### src/rtl/cache_fill_arbiter.sv
// Two-requester cacheline fill arbiter: round-robin grant, one SDRAM burst
// command per grant, and returned words forwarded to the winner one cycle later.
module cache_fill_arbiter #(
   parameter int ADDR_W    = 23,
   parameter int BURST_LEN = 4
) (
   input  logic              clk,
   input  logic              reset_n,
   input  logic              c0_req,
   input  logic [ADDR_W-1:0] c0_addr,
   output logic              c0_fill,
   input  logic              c1_req,
   input  logic [ADDR_W-1:0] c1_addr,
   output logic              c1_fill,
   output logic [15:0]       fill_data,
   output logic              sd_req,
   output logic [ADDR_W-1:0] sd_addr,
   input  logic              sd_ack,
   input  logic              sd_dvalid,
   input  logic [15:0]       sd_data,
   output logic              busy,
   output logic              gnt
);

   localparam int CNT_W = $clog2(BURST_LEN) + 1;

   typedef enum logic [1:0] {IDLE, ISSUE, WAITDATA, BURST} state_t;

   state_t            state_q;
   logic              sd_req_q, gnt_q, last_gnt_q, c0_fill_q, c1_fill_q;
   logic [ADDR_W-1:0] sd_addr_q;
   logic [15:0]       fill_data_q;
   logic [CNT_W-1:0]  cnt_q;
   logic              gnt_d;
   logic [ADDR_W-1:0] addr_d;

   // Contention goes to whoever did not win last; a lone request always wins.
   always_comb begin
      gnt_d  = (c0_req && c1_req) ? ~last_gnt_q : c1_req;
      addr_d = gnt_d ? c1_addr : c0_addr;
   end

   always_ff @(posedge clk or negedge reset_n) begin
      if (!reset_n) begin
         state_q     <= IDLE;
         sd_req_q    <= 1'b0;
         sd_addr_q   <= '0;
         gnt_q       <= 1'b0;
         last_gnt_q  <= 1'b1;
         cnt_q       <= '0;
         fill_data_q <= '0;
         c0_fill_q   <= 1'b0;
         c1_fill_q   <= 1'b0;
      end else begin
         c0_fill_q <= 1'b0;
         c1_fill_q <= 1'b0;
         case (state_q)
            IDLE: begin
               if (c0_req || c1_req) begin
                  gnt_q     <= gnt_d;
                  sd_addr_q <= addr_d;
                  sd_req_q  <= 1'b1;
                  state_q   <= ISSUE;
               end
            end
            ISSUE: begin
               if (sd_ack) begin
                  sd_req_q <= 1'b0;
                  cnt_q    <= '0;
                  state_q  <= WAITDATA;
               end
            end
            WAITDATA, BURST: begin
               if (sd_dvalid) begin
                  fill_data_q <= sd_data;
                  c0_fill_q   <= ~gnt_q;
                  c1_fill_q   <= gnt_q;
                  if (cnt_q == CNT_W'(BURST_LEN - 1)) begin
                     cnt_q      <= '0;
                     last_gnt_q <= gnt_q;
                     state_q    <= IDLE;
                  end else begin
                     cnt_q   <= cnt_q + 1'b1;
                     state_q <= BURST;
                  end
               end
            end
            default: state_q <= IDLE;
         endcase
      end
   end

   assign c0_fill   = c0_fill_q;
   assign c1_fill   = c1_fill_q;
   assign fill_data = fill_data_q;
   assign sd_req    = sd_req_q;
   assign sd_addr   = sd_addr_q;
   assign gnt       = gnt_q;
   assign busy      = (state_q != IDLE);

endmodule

### config.mk
export PLATFORM = sky130hd
export DESIGN_NAME = cache_fill_arbiter
export DESIGN_NICKNAME = d
export VERILOG_FILES = /design/src/rtl/cache_fill_arbiter.sv
export SDC_FILE = /design/constraint.sdc
export NUM_CORES = 1
export LEC_CHECK = 0
export BUFFER_PORTS_ARGS = -buffer_cell sky130_fd_sc_hd__buf_4
export CORE_MARGIN = 3
export CORE_UTILIZATION = 47
export CTS_BUF_LIST = sky130_fd_sc_hd__clkbuf_4
export CTS_CLUSTER_DIAMETER = 150
export CTS_CLUSTER_SIZE = 30
export DETAILED_ROUTE_END_ITERATION = 8
export PLACE_DENSITY_LB_ADDON = 0.2
export SYNTH_ARGS = -nofsm -noshare
export SYNTH_HDL_FRONTEND = slang
export SYNTH_SLANG_ARGS = --single-unit
export TNS_END_PERCENT = 10
### constraint.sdc
create_clock -name clk -period 1.7 [get_ports clk]
set_input_delay 0.085 -clock clk [delete_from_list [all_inputs] [get_ports clk]]
set_output_delay 0.085 -clock clk [all_outputs]
set_load 0.005 [all_outputs]
==> impl_metrics.yaml <==
final_layout:
  regArea_sq_um: 1227
  synthToLayoutAreaGrowth_pct: 68.90
  antenna_cells: 0
  fillers: 215
  multi_input_area_sq_um: 947.2
  drive_gt1_share_pct: 42.93
  layout.nets: 450
global_routing:
  antenna_found_initial: 0
  grt_start_max_net_pins: 50
  grt_usage_pct: 28.81
  gr-total-overflow: 0
  grt_pass1_wl_um: 12210
  grt_pass1_vias: 2552
sta:
  setup_violations: 0
  finalHoldViolCount: 0
  finalCritPeriodShare_pct: 86.43
  slew_headroom_pct: 56.42
  rsz0062_at_grt: "false"
  max_clock_freq_mhz: 680.6
  fin_crit_ps: 1469
  worstMarginPinSlew_ps: 652.0
  fin_setup_tns_ps: 0
  whs_ps: 10.18
  slew_violations: 0
  finClkSkew_ps: 10.57
worst_setup_path:
  endpoint_kind: "register"
  worstSetupPathType: "reg2reg"
  critPathMaxFanout: 24
  r2r_end: "sd_addr[16]$_DFFE_PN0P_"
  critPathLaunch: "state_q[1]$_DFFE_PN0P_"
  critPathMaxStageDelay_ps: 520
  required_ps: 1950
  reg2reg_from: "state_q[1]$_DFFE_PN0P_"
  slowest_stage: "dfrtp_1"
  cp.arrival_ps: 1710
  cp-start-kind: "register"
  worstPathCellList: "nor2_4, and2_4, a31oi_2"
  rr_worst_depth: 3
  ff2ff_setup_slack_ps: 230
placement:
  io_buffers: 111
  gp_congestion: 0.7667
  dp_hpwl_um: 3995
clock_network:
  tritoncts: "done"
  cts_made_buffers: 5
  cts_root_buffer: "clkbuf_4"
  clockBufferDepth: 2
  ctsHtreeMaxLevel: 2
  clk_pin_slew_ps: 150
  clk_latency_ps: 370
  cts_sinks: 49
synth:
  ys_seq_area_share_pct: 53.81
  synth_ff_type: "dfrtp_1"
  synth_top_area_cell: "dfrtp_1"
  syn-instance-count: 208
  async_flop_share_pct: 100.0
  synth.avg_cell_area_sq_um: 10.97
  synth_common_cells: "nand2_1 (52), dfrtp_1 (48), a21oi_1 (25), a31oi_2 (19), mux2_2 (16)"
  synth_edf_count: 0
  synth_nets: 277
  synth_top_area_share_pct: 52.66
  ys_ff_latch: 49
  syn-cell-area_sq_um: 2281
  yosysMostFrequentCell: "nand2_1"
  yosys-top-cells-area: "dfrtp_1 (53%), a31oi_2 (10%), nand2_1 (8.6%)"
  synth_warnings: 0
  yosysUniqueCellTypes: 30
power_and_ir_drop:
  leakage_uw: 0.001788
  ir_drop_v: 0.0008100
  power.density_nw_per_um2: 1332
run:
  cap_violations: 0
routing:
  drtPass1Iterations: 4
  drt-initial-drc-count: 151
  drtAntennaViolNets: 0
  post-route-drc-count: 0
  avgViaCountPerCell: 5.507
  vias: 2390
  routed_wl_um: 7754
  avgRoutedWirePerCell_um: 17.87
floorplan:
  rows: 24
  die_w_um: 75.67
  die_area_sq_um: 5725
  coreArea_sq_um: 4504
  die-height_um: 75.67
  initial_core_util_pct: 50.64
  ios: 112
run_status:
  status: "finished, final reports clean"
hold_path:
  hold_class: "in2reg"
  hold_depth: 4
  min_from: "sd_ack"
  min_to: "state_q[0]$_DFFE_PN0P_"
cells in the final DEF (no fill, tap or decap), types with 2 or more instances in the layout:
master,count
mux2_2,16
a31oi_2,19
nand3_1,2
buf_4,117
inv_1,4
dfrtp_1,48
o21ai_0,4
nor2_1,2
a21oi_1,25
nand2_1,52
a31oi_1,4
clkbuf_4,5
dlygate4sd3_1,64
nand3b_1,2
sequential cells by signal, indices dropped and copies added, names as in the netlist:
name and flops:
c1_fill 1, state_q 2, gnt 1, fill_data 16
c0_fill 1, last_gnt_q 1, sd_req 1, sd_addr 23
cnt_q 3
per-stage QoR:
step	util (%)	power (uW)	instance area [sq um]	setup WS (ps)	instances
2_1_floorplan	-	3139	2281	385.8	208
3_3_place_gp	69.39	4158	3126	141.5	362
3_5_place_dp	69.39	4225	3126	115.7	362
4_1_cts	85.36	5016	3845	95.84	434
5_1_grt	85.53	5443	3852	140.4	434
6_report	85.53	5130	3852	230.7	434
worst max-delay path: cells and delay by family (launching register included):
kind | cells | cell delay (ps)
simple gates | 2 | 650
flops | 1 | 520
compound gates | 1 | 170
where the power goes:
part	switching (uW)	internal (uW)
Combinational	1050	1330
Sequential	365	1700
Clock	380	305
layout make-up:
cell class | instances | share of cell area, %
inverter | 4 | 0.3897
clock inverter | 3 | 1.072
sequential | 49 | 31.86
clock buffer | 5 | 0.9743
timing repair buffer | 181 | 39.43
tap | 52 | 1.689
multi-input combinational | 140 | 24.59
repair_timing:
action | in CTS | in global routing
hold buffers | 64 | 0
endpoints found under the hold margin | 88 | 0
gates resized for setup | 0 | 1
buffers inserted | 0 | 0
setup endpoints to repair | 0 | 22
worst max path at each step:
| stage | endpoint | slack, ps | cells past startpoint |
|---|---|---|---|
| 2_1_floorplan | fill_data[10]$_DFFE_PN0P_ | 390 | 4 |
| 3_3_place_gp | sd_addr[5]$_DFFE_PN0P_ | 140 | 3 |
| 3_5_place_dp | sd_addr[15]$_DFFE_PN0P_ | 120 | 3 |
| 4_1_cts | sd_addr[15]$_DFFE_PN0P_ | 100 | 3 |
| 5_1_grt | sd_addr[9]$_DFFE_PN0P_ | 140 | 3 |
| 6_report | sd_addr[16]$_DFFE_PN0P_ | 230 | 3 |
per-layer routing:
metal | up-vias | track usage [%] | wire [um]
li1 | 1065 | - | -
met1 | 1163 | 30.12 | 2697
met2 | 125 | 52.83 | 4176
met3 | 37 | 6.201 | 499
met4 | 0 | 16.50 | 380
met5 | - | 0 | 0
kinds of logic (layout without fill, tap and decap cells):
logic type / Yosys count / count (layout) / share of synthesized area, %
and+or+nand+nor: 65 / 65 / 12.34
AOI/OAI and AO/OA: 58 / 58 / 20.24
DFF: 49 / 49 / 53.81
buffers and inverters: 19 / 193 / 5.156
muxes: 16 / 16 / 7.899
adders and majority gates: 1 / 1 / 0.5485
(Power assumes the default switching activity.)
